$ cat config.mk
export PLATFORM = sky130hd
export DESIGN_NAME = imem_port_arbiter_flat
export DESIGN_NICKNAME = d
export VERILOG_FILES = /design/src/rtl/imem_port_arbiter_if.sv /design/src/rtl/imem_port_arbiter.sv /design/src/flat_wrapper.sv
export SDC_FILE = /design/constraint.sdc
export NUM_CORES = 1
export LEC_CHECK = 0
export ABC_CLOCK_PERIOD_IN_PS = 3200
export CAP_MARGIN = 5
export CORE_MARGIN = 4
export CORE_UTILIZATION = 50
export DETAILED_ROUTE_END_ITERATION = 10
export HOLD_SLACK_MARGIN = 0.06
export PLACE_DENSITY = 0.92
export SYNTH_ARGS = -nofsm -noshare
export SYNTH_HDL_FRONTEND = slang
export SYNTH_SLANG_ARGS = --single-unit
$ cat constraint.sdc
create_clock -name clk_i -period 3.2 [get_ports clk_i]
set_input_delay 0.48 -clock clk_i [delete_from_list [all_inputs] [get_ports clk_i]]
set_output_delay 0.48 -clock clk_i [all_outputs]
set_load 0.01 [all_outputs]
$ cat src/rtl/imem_port_arbiter_if.sv
// imem_port_arbiter_if: fetch, loader and memory-port signals of the instruction memory arbiter.
// Ports (signals): fetch_req_i/fetch_addr_i/fetch_ready_o/fetch_valid_o/fetch_instr_o/fetch_err_o (CPU fetch),
// load_req_i/load_addr_i/load_data_i/load_ack_o (loader), mem_addr_o/mem_we_o/mem_wdata_o/mem_rdata_i (memory).
// Modport slave is the arbiter side; modport master is the requesters plus memory side.
interface imem_port_arbiter_if #(
    parameter int ADDR_W = 11
);
    logic              fetch_req_i;
    logic [31:0]       fetch_addr_i;
    logic              fetch_ready_o;
    logic              fetch_valid_o;
    logic [31:0]       fetch_instr_o;
    logic              fetch_err_o;
    logic              load_req_i;
    logic [ADDR_W-1:0] load_addr_i;
    logic [7:0]        load_data_i;
    logic              load_ack_o;
    logic [ADDR_W-1:0] mem_addr_o;
    logic              mem_we_o;
    logic [7:0]        mem_wdata_o;
    logic [7:0]        mem_rdata_i;

    modport slave (
        input  fetch_req_i, fetch_addr_i, load_req_i, load_addr_i, load_data_i, mem_rdata_i,
        output fetch_ready_o, fetch_valid_o, fetch_instr_o, fetch_err_o, load_ack_o,
        output mem_addr_o, mem_we_o, mem_wdata_o
    );

    modport master (
        output fetch_req_i, fetch_addr_i, load_req_i, load_addr_i, load_data_i, mem_rdata_i,
        input  fetch_ready_o, fetch_valid_o, fetch_instr_o, fetch_err_o, load_ack_o,
        input  mem_addr_o, mem_we_o, mem_wdata_o
    );
endinterface

$ cat src/rtl/imem_port_arbiter.sv
// imem_port_arbiter: shares the byte-wide instruction memory port between CPU word fetches and loader byte writes.
// Ports: clk_i (clock), rst_ni (async active-low reset), bus (imem_port_arbiter_if.slave: fetch request/response,
// loader write/ack, registered memory address/write-enable/write-data and one-cycle-latency read data).
module imem_port_arbiter #(
    parameter int DEPTH_BYTES = 2048,
    parameter int ADDR_W      = $clog2(DEPTH_BYTES)
) (
    input logic                 clk_i,
    input logic                 rst_ni,
    imem_port_arbiter_if.slave  bus
);
    typedef enum logic [2:0] {IDLE, WRITE, READ, DRAIN, RESP} state_t;
    localparam logic FETCH = 1'b0;
    localparam logic LOAD  = 1'b1;

    state_t            state, state_nxt;
    logic [1:0]        cnt;
    logic              last_grant;
    logic [23:0]       shift;
    logic [31:0]       instr;
    logic              err, valid, ack, mem_we;
    logic [ADDR_W-1:0] mem_addr;
    logic [7:0]        mem_wdata;
    logic              legal, fetch_ready, grant_fetch, grant_load;

    always_comb begin
        legal       = bus.fetch_addr_i[1:0] == 2'b00 && bus.fetch_addr_i <= 32'(DEPTH_BYTES - 4);
        fetch_ready = state == IDLE && (!bus.load_req_i || last_grant == LOAD);
        grant_fetch = fetch_ready && bus.fetch_req_i;
        grant_load  = state == IDLE && bus.load_req_i && !grant_fetch;
        state_nxt   = state;
        case (state)
            IDLE:    state_nxt = grant_load ? WRITE : grant_fetch ? (legal ? READ : RESP) : IDLE;
            WRITE:   state_nxt = IDLE;
            READ:    state_nxt = cnt == 2'd3 ? DRAIN : READ;
            DRAIN:   state_nxt = RESP;
            RESP:    state_nxt = IDLE;
            default: state_nxt = IDLE;
        endcase
    end

    // Read data trails the address by one cycle, so byte k is captured while cnt is k+1
    // (byte 3 in DRAIN); the shift register keeps the response output stable until RESP.
    always_ff @(posedge clk_i or negedge rst_ni) begin
        if (!rst_ni) begin
            state      <= IDLE;
            cnt        <= 2'd0;
            last_grant <= LOAD;
            shift      <= '0;
            instr      <= '0;
            err        <= 1'b0;
            valid      <= 1'b0;
            ack        <= 1'b0;
            mem_we     <= 1'b0;
            mem_addr   <= '0;
            mem_wdata  <= '0;
        end else begin
            state  <= state_nxt;
            valid  <= state_nxt == RESP;
            ack    <= state_nxt == WRITE;
            mem_we <= state_nxt == WRITE;
            if (grant_load) begin
                mem_addr   <= bus.load_addr_i;
                mem_wdata  <= bus.load_data_i;
                last_grant <= LOAD;
            end
            if (grant_fetch) begin
                last_grant <= FETCH;
                cnt        <= 2'd0;
                if (legal) mem_addr <= bus.fetch_addr_i[ADDR_W-1:0];
                else begin
                    instr <= '0;
                    err   <= 1'b1;
                end
            end
            if (state == READ) begin
                cnt <= cnt + 2'd1;
                if (cnt != 2'd3) mem_addr <= mem_addr + ADDR_W'(1);
                if (cnt != 2'd0) shift <= {shift[15:0], bus.mem_rdata_i};
            end
            if (state == DRAIN) begin
                instr <= {shift, bus.mem_rdata_i};
                err   <= 1'b0;
            end
        end
    end

    assign bus.fetch_ready_o = fetch_ready;
    assign bus.fetch_valid_o = valid;
    assign bus.fetch_instr_o = instr;
    assign bus.fetch_err_o   = err;
    assign bus.load_ack_o    = ack;
    assign bus.mem_addr_o    = mem_addr;
    assign bus.mem_we_o      = mem_we;
    assign bus.mem_wdata_o   = mem_wdata;
endmodule

$ cat src/flat_wrapper.sv
// flat-port wrapper written by rule: the top's interface ports become plain ports
module imem_port_arbiter_flat 
#(
    parameter int DEPTH_BYTES = 2048,
    parameter int ADDR_W      = $clog2(DEPTH_BYTES)
)
  (clk_i, rst_ni, bus_fetch_req_i, bus_fetch_addr_i, bus_load_req_i, bus_load_addr_i, bus_load_data_i, bus_mem_rdata_i, bus_fetch_ready_o, bus_fetch_valid_o, bus_fetch_instr_o, bus_fetch_err_o, bus_load_ack_o, bus_mem_addr_o, bus_mem_we_o, bus_mem_wdata_o);
  imem_port_arbiter_if #(.ADDR_W(ADDR_W)) bus_i ();
  input logic clk_i;
  input logic rst_ni;
  input wire logic [$bits(bus_i.fetch_req_i)-1:0] bus_fetch_req_i;
  input wire logic [$bits(bus_i.fetch_addr_i)-1:0] bus_fetch_addr_i;
  input wire logic [$bits(bus_i.load_req_i)-1:0] bus_load_req_i;
  input wire logic [$bits(bus_i.load_addr_i)-1:0] bus_load_addr_i;
  input wire logic [$bits(bus_i.load_data_i)-1:0] bus_load_data_i;
  input wire logic [$bits(bus_i.mem_rdata_i)-1:0] bus_mem_rdata_i;
  output wire logic [$bits(bus_i.fetch_ready_o)-1:0] bus_fetch_ready_o;
  output wire logic [$bits(bus_i.fetch_valid_o)-1:0] bus_fetch_valid_o;
  output wire logic [$bits(bus_i.fetch_instr_o)-1:0] bus_fetch_instr_o;
  output wire logic [$bits(bus_i.fetch_err_o)-1:0] bus_fetch_err_o;
  output wire logic [$bits(bus_i.load_ack_o)-1:0] bus_load_ack_o;
  output wire logic [$bits(bus_i.mem_addr_o)-1:0] bus_mem_addr_o;
  output wire logic [$bits(bus_i.mem_we_o)-1:0] bus_mem_we_o;
  output wire logic [$bits(bus_i.mem_wdata_o)-1:0] bus_mem_wdata_o;
  assign bus_i.fetch_req_i = bus_fetch_req_i;
  assign bus_i.fetch_addr_i = bus_fetch_addr_i;
  assign bus_i.load_req_i = bus_load_req_i;
  assign bus_i.load_addr_i = bus_load_addr_i;
  assign bus_i.load_data_i = bus_load_data_i;
  assign bus_i.mem_rdata_i = bus_mem_rdata_i;
  assign bus_fetch_ready_o = bus_i.fetch_ready_o;
  assign bus_fetch_valid_o = bus_i.fetch_valid_o;
  assign bus_fetch_instr_o = bus_i.fetch_instr_o;
  assign bus_fetch_err_o = bus_i.fetch_err_o;
  assign bus_load_ack_o = bus_i.load_ack_o;
  assign bus_mem_addr_o = bus_i.mem_addr_o;
  assign bus_mem_we_o = bus_i.mem_we_o;
  assign bus_mem_wdata_o = bus_i.mem_wdata_o;
  imem_port_arbiter #(.DEPTH_BYTES(DEPTH_BYTES), .ADDR_W(ADDR_W)) u_core (.clk_i(clk_i), .rst_ni(rst_ni), .bus(bus_i));
endmodule
* Word level (Yosys, flattened, before mapping)
Index checks and enable logic that the tools add are counted.
** Storage, ports and cells
- Output and inout bits :: 56
- Bits of input ports :: 63
- Logic and storage cells :: 56
- Bits in registers :: 84
** Operators by class
- Reduce and logical (&&, ||, !) cells :: 16
- Equality and inequality tests :: 7
- Add/sub/neg operators :: 2
- Magnitude comparators :: 1
- Multiplexer cells :: 20
** Operators with widths (count)
- $mux 32 :: 3
- $mux 11 :: 5
- $le 32x11->1 const B :: 1
- $add 11x1->11 const B :: 1
- $mux 3 :: 3
- $pmux 3 s3 :: 1
- $reduce_bool 2->1 :: 4
- $eq 3x2->1 const B :: 2
- $mux 1 :: 6
- $logic_and 1x1->1 :: 5
- $mux 2 :: 2
- $ne 2x2->1 const B :: 2
- $reduce_and 2->1 :: 2
- $eq 3x1->1 const B :: 1
- $eq 3x3->1 const B :: 1
- $logic_not 3->1 :: 1
- $add 2x1->2 const B :: 1
- $eq 2x2->1 const B :: 1
- $logic_not 1->1 :: 2
- $logic_not 2->1 :: 1
- $logic_or 1x1->1 :: 1

* Longest topological paths before layout
Gate-level depths: netlist of the first run.
- Depth after elaboration :: 11
- Mapped depth :: 7

* Worst setup path before layout of the first run
No wires, ideal clock.
- Kind :: input port to flip-flop
- Start :: input port bus_fetch_addr_i[23]
- End :: register u_core.mem_addr[9] (netlist: u_core.bus.mem_addr_o[9])
- Data required time :: 3.072 ns
- Path buffers :: 1
- Setup time :: 0.128 ns
- Arrival :: 1.624 ns
- Slack :: 1.449 ns
- Cell stages on the path :: 6
- Cell sequence :: nor4_1 -> nand4_1 -> nor3_4 -> buf_6 -> mux2i_1 -> o22ai_1
** On the way
- Word-level cells in the longest chain between the ends :: 6
** RTL lines
- start: declaration :: line flat_wrapper.sv:12 : input wire logic [$bits(bus_i.fetch_addr_i)-1:0] bus_fetch_addr_i;
- $le 32x11->1 * :: line imem_port_arbiter.sv:27 : legal = bus.fetch_addr_i[1:0] == 2'b00 && bus.fetch_addr_i <= 32'(DEPTH_BYTES - 4);
- $logic_and 1x1->1 * :: line imem_port_arbiter.sv:27
- $mux 11 * :: line imem_port_arbiter.sv:70 : if (legal) mem_addr <= bus.fetch_addr_i[ADDR_W-1:0];
- $mux 11 * :: line imem_port_arbiter.sv:67 : if (grant_fetch) begin
- $mux 11 :: line imem_port_arbiter.sv:78 : if (cnt != 2'd3) mem_addr <= mem_addr + ADDR_W'(1);
- $mux 11 * :: line imem_port_arbiter.sv:76 : if (state == READ) begin
- end signal: assignment :: line imem_port_arbiter.sv:63 : mem_addr <= bus.load_addr_i;
- end signal: assignment :: line imem_port_arbiter.sv:70
- end signal: assignment :: line imem_port_arbiter.sv:78
- end: declaration :: line imem_port_arbiter.sv:22 : logic [ADDR_W-1:0] mem_addr;
Every way passes the cells marked *; elsewhere a longest branch is shown, timed or not.
A chain may end at the register's enable or synchronous reset.

* Worst setup path in the final report of the first run
- Start :: register u_core.state[1]
- End :: output port bus_fetch_ready_o
** On the way
- Word-level cells in the longest chain between the ends :: 2
** RTL lines
- start: declaration :: line imem_port_arbiter.sv:16 : state_t state, state_nxt;
- start signal: assignment :: line imem_port_arbiter.sv:58 : state <= state_nxt;
- $logic_not 3->1 :: line imem_port_arbiter.sv:28 : fetch_ready = state == IDLE && (!bus.load_req_i || last_grant == LOAD);
- $logic_and 1x1->1 :: line imem_port_arbiter.sv:28
- end: declaration :: line flat_wrapper.sv:17 : output wire logic [$bits(bus_i.fetch_ready_o)-1:0] bus_fetch_ready_o;
No other way between the ends.

==> summary.md, run 1 <==
| Metric | Value |
|---|---|
| Status | complete, no violations |
| Largest family of logic cells by synthesized area | simple AND/OR/NAND/NOR gates |
| Maximum vdd drop | 0.442 mV |
| Synth cell types | 38 |
| I/O pins | 119 |
| Horiz. Die Dim | 93.8 um |
| TritonCTS clock tree | built |
| Clock Tree Root | clkbuf_8 |
| RSZ-0062 raised after global routing | false |
| Post-synthesis adder-cell area fraction | 1.02% |
| Setup bufs post-CTS | 0 |
| Layout Cells excl Fill | 571 |
| Final Skew | 0.0139 ns |
| Power Density | 589 mW/mm2 |
| Post-synthesis compound-gate area fraction | 8.91% |
| Critical path endpoint category | primary output |
| Metal3 WL | 641 um |
| Synthesis-to-finish area growth | 38.7% |
| Ant diodes | 0 |
| First-pass GRT wire length | 14500 um |
| Tot Pwr | 0.00301 W |
| Die Y | 93.8 um |
| Syn avg cell area | 10.4 um2 |
| Antenna Nets Post-Route | 0 |
| Final Wtd Congestion | 0.791 |
| Worst Path Max Fanout | 3 |
| Fin crit period | 2.23 ns |
| Required time of the critical path | 2.72 ns |
| DRT iter0 DRCs | 119 |
| Met2 WL | 4310 um |
| Largest net degree at the start of global routing | 85 |
| Wire per inst | 15.2 um |
| Slew Limit Fails | 0 |
| Worst-Skew Late Latency | 0.34 ns |
| Worst-margin pin slew | 1.04 ns |
| Hold-fix buffers, CTS | 0 |
| Critical Path AT | 1.75 ns |
| Relative slew slack | 31.0% |
| Initial Utilization | 51.0% |
| Leak | 2.20 nW |
| CTS sink count | 84 |
| Top sig layer | met4 |
| Grt total ovfl | 0 |
| Post-Syn Instances | 355 |
| Fin crit share | 69.8% |
| Fmax | 0.448 GHz |
| Vias/cell | 5.25 |
| Vias in the first global route | 3224 |
| Clock slew at reported path FFs | 0.08 ns |
| WL met1 | 3520 um |
| Initial antenna violation count | 0 |
| Final hold violations | 0 |
| Total CTS buffers | 9 |
| Sequential area share after synthesis | 57.2% |
| Drt drc | 0 |
| Setup violations, final | 0 |
| Htree depth | 3 |
| CORE AREA | 0.00721 mm2 |
| Fraction of the mapped netlist area in simple logic gates | 18.0% |
| Port Buf Inserts | 118 |
| Yosys warns | 0 |
| GRT Overall Usage | 20.8% |
| DR pass1 iterations | 4 |
| Synthesis-stage register bit count | 84 |
| Number of nets in the layout | 534 |
| # resized after CTS | 0 |
| Layout cells sized above 1 | 11.0% |
| Mux cell area share after synthesis | 9.28% |
| Syn nets | 421 |
| Placed Cells | 556 |
| Die ar. | 0.00880 mm2 |
| CP Launch Type | register |
| Worst setup margin | 0.966 ns |
| Hpwl dp | 6250 um |
| Hold Slack | 0.311 ns |
| Post-Synth XOR/XNOR Area | 2.14% |
| DP Worst Slack | 0.651 ns |
| Routed wire length | 8670 um |
| CTS max path bufs | 2 |
| Hold crit path type | primary input to asynchronous set/reset pin |
| Overall via count from detail_route | 3000 |
| Max_cap viols | 0 |
| Fin Setup TNS | 0 ns |
| Site Rows | 31 |
| Synth Cell Area | 0.00368 mm2 |
| Critical setup path kind | register to primary output |
-- layout make-up --
| cell class | count | area [um2] |
|---|---|---|
| multi-input combinational | 246 | 1450 |
| clock inverter | 3 | 46.3 |
| timing repair buffer | 121 | 1200 |
| fill | 560 | 2110 |
| sequential | 84 | 2100 |
| inverter | 6 | 22.5 |
| clock buffer | 12 | 155 |
| tap | 99 | 124 |
-- final timing paths --
| kind | from | end | slack [ns] | cells after the start |
|---|---|---|---|---|
| worst max-delay path | u_core.state[1] | bus_fetch_ready_o | 0.97 | 3 |
| worst min register to register | u_core.last_grant | u_core.last_grant | 0.47 | 2 |
| max in group asynchronous | rst_ni | u_core.cnt[0] | 2.21 | 1 |
| worst min-delay path | rst_ni | u_core.bus.fetch_instr_o[22] | 0.31 | 1 |
| min in group clk_i | u_core.last_grant | u_core.last_grant | 0.47 | 2 |
| worst max register to register | u_core.state[0] | u_core.shift[14] | 1.12 | 3 |
-- per-layer routing --
layer / track usage, % / vias to the layer above
met3: 5.21 / 20
met4: 8.90 / 0
met5: 0 / -
met1: 24.6 / 1430
li1: - / 1417
met2: 35.7 / 133
-- stage by stage --
step | instance area, um2 | utilization [%]
6_report | 5100 | 70.7
3_5_place_dp | 4900 | 67.9
2_1_floorplan | 3680 | -
3_3_place_gp | 4900 | 67.9
5_1_grt | 5100 | 70.7
4_1_cts | 5100 | 70.7
-- cells in the mapped netlist --
master	instances	share of area (%)
a221o_1	4	1.1
or3b_1	1	0.24
nor2_2	1	0.17
nor2_4	1	0.31
clkinv_1	1	0.10
nand4_1	1	0.17
o21a_1	1	0.20
o22ai_1	4	0.68
mux2_2	24	7.3
buf_4	3	0.61
o21ai_2	1	0.24
or2_2	1	0.17
o21ai_1	1	0.14
ha_1	3	1.0
inv_1	5	0.51
nand3_4	1	0.48
buf_2	1	0.14
nand2b_1	5	0.85
nand3_1	10	1.4
o21ai_0	45	6.1
dfrtp_1	83	56
nor2_1	10	1.0
and3_1	1	0.17
nand2b_4	1	0.37
mux2i_1	6	1.6
mux2_1	1	0.31
nor3_4	2	0.88
o32ai_1	1	0.24
and2_1	1	0.17
buf_6	3	0.92
nor4_1	5	0.85
xor2_1	5	1.2
nand2_1	99	10
clkbuf_1	12	1.2
o31ai_1	1	0.20
nor3_1	5	0.68
dfstp_2	1	0.71
xnor2_1	4	0.95
-- power breakdown --
part           internal [W]  switching [W]  total [W]  leakage, nW
Sequential          0.00121       0.000155    0.00136         1.12
Clock              0.000401       0.000354   0.000755       0.0987
Combinational      0.000493       0.000396   0.000889        0.985
Total               0.00210       0.000905    0.00301         2.20
-- flip-flops by register name, indices dropped and copies added, names as in the netlist --
name	count
u_core.bus.fetch_instr_o	32
u_core.shift	24
u_core.bus.mem_addr_o	11
u_core.bus.mem_wdata_o	8
u_core.state	3
u_core.cnt	2
u_core.bus.fetch_err_o	1
u_core.bus.fetch_valid_o	1
u_core.bus.load_ack_o	1
u_core.last_grant	1
-- worst max-delay path, cell delays in order (launching register included) --
cell and delay [ns]:
dfrtp_1 0.42, nor3_4 0.27, and2_1 0.17, clkdlybuf4s50_1 0.56
-- kinds of logic (layout without fill, tap and decap cells) --
group           after synthesis  count (layout)
fa+ha+maj                     3               3
buf+inv                      25             142
mux                          31              31
simple gates                145             145
compound gates               58              58
flops                        84              84
xor+xnor                      9               9
-- placed cells by master, fill, tap and decap left out, types with 3 or more instances in the layout --
cell             instances
o22ai_1                  4
clkbuf_8                11
ha_1                     3
nand2b_1                 5
nor2_1                   9
dfrtp_1                 83
mux2i_1                  6
a221o_1                  4
nand2_1                 99
xnor2_1                  4
o21ai_0                 45
inv_1                    5
clkdlybuf4s50_1        117
nor4_1                   5
buf_4                    4
xor2_1                   5
nand3_1                 10
nor3_1                   5
mux2_2                  24
(Power assumes the default switching activity.)
==> run 2: changes to the inputs <==
- ABC_CLOCK_PERIOD_IN_PS: 3200 -> 2000
- CORE_UTILIZATION: 50 -> 42
- PLACE_DENSITY: 0.92 -> 0.83
- clock period: 3.2 -> 2 ns (I/O delays scaled with it)
==> run 2 against run 1 <==
Against the previous run: sequential power grew 60%; clock skew is 0.00063 ns higher; via count is 0.67% higher; sequential cell count unchanged; wire length is 10% higher; sequential share of layout area fell by 1.0 points; clock-buffer cell count fell by 3; global-route usage shrank 1.3 points; register-to-register slack lost 0.97 ns; core utilization fell by 8.3 points; die area up 17%; cell area is 2.6% higher; largest cell class unchanged.
==> summary.md, run 2 (synthesized netlist as in run 1, its figures left out) <==
| Metric | Value |
|---|---|
| Total CTS buffers | 9 |
| Tot Pwr | 0.00486 W |
| Fillers | 667 |
| Critical path endpoint category | register |
| TritonCTS clock tree | built |
| Final Wtd Congestion | 0.855 |
| Final instance area | 0.00523 mm2 |
| Placed Cells | 571 |
| Delay-heaviest family, CP | simple AND/OR/NAND/NOR gates |
| Port Buf Inserts | 118 |
| Die Y | 102 um |
| Fin crit period | 1.85 ns |
| Hold Slack | 0.458 ns |
| Maximum vdd drop | 0.756 mV |
| Worst Path Max Fanout | 13 |
| CP cell instances | or3b_1 > nand2b_4 > o21ai_0 > nor3_1 > a221o_1 |
| Critical Path AT | 2.09 ns |
| Wire per inst | 16.2 um |
| Die ar. | 0.0103 mm2 |
| Hold crit path type | primary input to register |
| Hpwl dp | 6950 um |
| Crit path buffers/inverters | 0 |
| Fmax | 0.542 GHz |
| Horiz. Die Dim | 102 um |
| Initial Utilization | 43.9% |
| Worst-Skew Late Latency | 0.36 ns |
| Commonest non-fill, non-tap cells in the layout | clkdlybuf4s50_1 (116), nand2_1 (99), dfrtp_1 (83), o21ai_0 (45), mux2_2 (24) |
| Site Rows | 33 |
| Most common cell after layout, fill and taps aside | clkdlybuf4s50_1 |
| Final hold violations | 0 |
| Routed wire length | 9550 um |
| Clock slew at reported path FFs | 0.10 ns |
| Fin crit share | 92.3% |
| Post-DP Area | 0.00502 mm2 |
| Power Density | 928 mW/mm2 |
| Crit. Startpoint | u_core.state[2] |
| Max incr delay on CP | 0.54 ns |
| Sequential share of power | 44.7% |
| Max reg flops | 32 |
| Initial antenna violation count | 0 |
| Synthesis-to-finish area growth | 42.2% |
| Slew Limit Fails | 0 |
| RSZ-0062 raised after global routing | false |
| Ant diodes | 0 |
| CORE AREA | 0.00838 mm2 |
| Overall via count from detail_route | 3020 |
| Max_cap viols | 0 |
| Switching Share | 33.3% |
| Antenna Nets Post-Route | 0 |
| First-pass GRT wire length | 15900 um |
| Clock Tree Root | clkbuf_8 |
| Vias/cell | 5.13 |
| Fin Setup TNS | 0 ns |
| CP Launch Type | register |
| CTS max path bufs | 2 |
| Reg2reg start | u_core.state[2] |
| Total internal power | 0.00324 W |
| DRT iter0 DRCs | 139 |
| NetSw | 0.00162 W |
| Critical setup path kind | register to register |
| DR pass1 iterations | 5 |
| Combinational share of power | 30.5% |
| CTS sink count | 84 |
| Drt drc | 0 |
| Worst-margin pin slew | 0.678 ns |
| Setup violations, final | 0 |
| Required time of the critical path | 2.25 ns |
| Hold path start | bus_load_data_i[1] |
| Vias in the first global route | 3249 |
| Slowest CP cell | or3b_1 |
| I/O pins | 119 |
| Clock power share | 24.8% |
| Htree depth | 3 |
| Layout Cells excl Fill | 589 |
| GRT Overall Usage | 19.5% |
| Layout cells sized above 1 | 13.4% |
| Largest net degree at the start of global routing | 45 |
| Leak | 2.27 nW |
| Status | complete, no violations |
| Grt total ovfl | 0 |
| Number of nets in the layout | 545 |
| Final Skew | 0.0146 ns |
| Relative slew slack | 54.8% |
run 2: tightest hold or removal path, delay by kind of cell:
kind          cells  cell delay, ns
buf+inv           1            0.39
simple gates      2            0.09
run 2: what timing repair did:
action | CTS | global route
hold buffers | 1 | 0
hold endpoints to repair | 41 | 0
resized for setup | 1 | 0
setup buffers | 1 | 0
endpoints found under the setup margin | 1 | 0
run 2: worst paths after layout:
check / to / slack [ns] / cells past startpoint
max in group asynchronous: u_core.bus.fetch_instr_o[31] / 0.80 / 3
hold reg to reg: u_core.last_grant / 0.48 / 2
setup reg to reg: u_core.bus.mem_addr_o[7] / 0.15 / 5
hold / removal: u_core.bus.mem_wdata_o[1] / 0.46 / 3
min in group asynchronous: u_core.bus.mem_wdata_o[1] / 0.50 / 2
setup / recovery: u_core.bus.mem_addr_o[7] / 0.15 / 5
run 2: layout make-up:
cell class	instances	area [um2]	area share, %
Timing Repair Buffer	132	1320	25.3
Clock inverter	7	76.3	1.46
Clock buffer	9	124	2.37
Multi-Input combinational cell	246	1450	27.8
Inverter	6	22.5	0.430
Tap cell	105	131	2.51
Sequential cell	84	2100	40.2
run 2: metrics by stage:
| stage | utilization, % | setup WS, ns |
|---|---|---|
| finish | 62.4 | 0.155 |
| detailed placement | 59.8 | -0.0581 |
| CTS | 62.4 | 0.181 |
| floorplan | - | 0.305 |
| global placement | 59.8 | 0.0416 |
| global route | 62.4 | 0.0890 |
run 2: per-layer routing:
| metal | share of wire (%) | up-vias | track usage (%) |
|---|---|---|---|
| met5 | 0 | - | 0 |
| met4 | 2.0 | 0 | 8.18 |
| met3 | 5.1 | 16 | 3.86 |
| met2 | 52 | 86 | 33.1 |
| met1 | 41 | 1472 | 24.3 |
| li1 | - | 1446 | - |
run 2: power by group through the flow:
stage	clock network (W)	logic (W)	registers, W
after floorplan	0	0.000607	0.00225
after global placement	0	0.00143	0.00218
after detailed placement	0	0.00148	0.00219
after CTS	0.00123	0.00149	0.00217
after global routing	0.00130	0.00162	0.00221
final	0.00121	0.00148	0.00217
==> run 3: changes to the inputs <==
- HOLD_SLACK_MARGIN: 0.06 -> not set
- MAX_ROUTING_LAYER: not set -> met4
==> run 3 against run 2 <==
Against the previous run: sequential power about the same; wire length shrank 0.18%; critical path depth stayed put; via count about the same; setup slack better by 0.0016 ns; cell area unchanged.
==> summary.md, run 3 (synthesized netlist as in run 1, its figures left out) <==
| Metric | Value |
|---|---|
| Status | complete, no violations |
| Fmax | 0.542 GHz |
| First-pass GRT wire length | 15900 um |
| Max reg flops | 32 |
| GRT Overall Usage | 20.1% |
| Leak | 2.27 nW |
| DP Worst Slack | -0.0581 ns |
| Die Y | 102 um |
| Drt drc | 0 |
| Final instance area | 0.00523 mm2 |
| CP Launch Type | register |
| Max_cap viols | 0 |
| DRT iter0 DRCs | 101 |
| Critical path endpoint category | register |
| DR pass1 iterations | 4 |
| CTS sink count | 84 |
| Initial antenna violation count | 0 |
| Port Buf Inserts | 118 |
| Critical setup path kind | register to register |
| Horiz. Die Dim | 102 um |
| Site Rows | 33 |
| Total CTS buffers | 9 |
| Htree depth | 3 |
| Clock slew at reported path FFs | 0.10 ns |
| Post-Route Utilization | 62.4% |
| Synthesis-to-finish area growth | 42.2% |
| Final hold violations | 0 |
| Grt total ovfl | 0 |
| Vias in the first global route | 3255 |
| RSZ-0062 raised after global routing | false |
| Worst Path Max Fanout | 13 |
| Wire per inst | 16.2 um |
| Routed wire length | 9540 um |
| Final Wtd Congestion | 0.868 |
| Number of nets in the layout | 545 |
| Hpwl dp | 6950 um |
| Commonest non-fill, non-tap cells in the layout | clkdlybuf4s50_1 (116), nand2_1 (99), dfrtp_1 (83), o21ai_0 (45), mux2_2 (24) |
| Fin crit share | 92.2% |
| Antenna Nets Post-Route | 0 |
| Worst-Skew Late Latency | 0.36 ns |
| TritonCTS clock tree | built |
| Fin crit period | 1.84 ns |
| CTS max path bufs | 2 |
| Worst setup margin | 0.157 ns |
| Clock Tree Root | clkbuf_8 |
| Largest net degree at the start of global routing | 45 |
| Initial Utilization | 43.9% |
| Power Density | 927 mW/mm2 |
| Critical Path AT | 2.09 ns |
| Ant diodes | 0 |
| Die ar. | 0.0103 mm2 |
| Maximum vdd drop | 0.754 mV |
| Slew Limit Fails | 0 |
| Most common cell after layout, fill and taps aside | clkdlybuf4s50_1 |
| Relative slew slack | 54.9% |
| Vias/cell | 5.13 |
| I/O pins | 119 |
| Hold crit path type | primary input to register |
| Final Skew | 0.0138 ns |
| Setup violations, final | 0 |
| Layout cells sized above 1 | 13.4% |
| Post-DP Area | 0.00502 mm2 |
| Overall via count from detail_route | 3021 |
| CORE AREA | 0.00838 mm2 |
| Required time of the critical path | 2.25 ns |
| Worst-margin pin slew | 0.676 ns |
## run 3: power breakdown
group	leakage, nW	internal [W]	switching, W
clock	0.103	0.000496	0.000704
sequential	1.12	0.00193	0.000240
combinational	1.05	0.000816	0.000665
## run 3: what timing repair did
item	CTS	global route
hold buffers	1	0
endpoints found under the hold margin	41	0
endpoints found under the setup margin	1	0
setup buffers	1	0
resized for setup	1	0
## run 3: path summary, 6_finish.rpt
kind                                     from                      endpoint  slack [ns]  cells past startpoint
hold reg to reg             u_core.last_grant             u_core.last_grant        0.48                      2
setup / recovery              u_core.state[2]      u_core.bus.mem_addr_o[7]        0.16                      5
max in group asynchronous              rst_ni  u_core.bus.fetch_instr_o[31]        0.80                      3
min in group asynchronous              rst_ni     u_core.bus.mem_wdata_o[1]        0.50                      2
hold / removal             bus_load_data_i[1]     u_core.bus.mem_wdata_o[1]        0.46                      3
setup reg to reg              u_core.state[2]      u_core.bus.mem_addr_o[7]        0.16                      5
## run 3: area by class of cell
class	count	area, um2
clock buffer	9	124
clock inverter	7	76.3
fill	667	3150
inverter	6	22.5
multi-input combinational	246	1450
sequential	84	2100
tap	105	131
timing repair buffer	132	1320
## run 3: layer usage
metal	GRT usage (%)	wire length [um]	vias to the layer above
li1	-	-	1448
met2	33.0	4930	87
met3	3.17	421	19
met4	8.18	222	0
met1	24.8	3960	1467
met5	-	0	-
## run 3: critical path: stages, from the launching register on
cell and delay (ns):
dfrtp_1 0.44, or3b_1 0.53, nand2b_4 0.28, o21ai_0 0.12, nor3_1 0.09, a221o_1 0.28
## run 3: per-stage QoR
step	std cells	total power, W	hold slack (ns)	TNS [ns]
2_1_floorplan	355	0.00286	0.00441	0
3_3_place_gp	571	0.00361	0.328	0
3_5_place_dp	571	0.00367	0.338	-0.663
4_1_cts	589	0.00489	0.446	0
5_1_grt	589	0.00513	0.458	0
6_report	589	0.00485	0.456	0
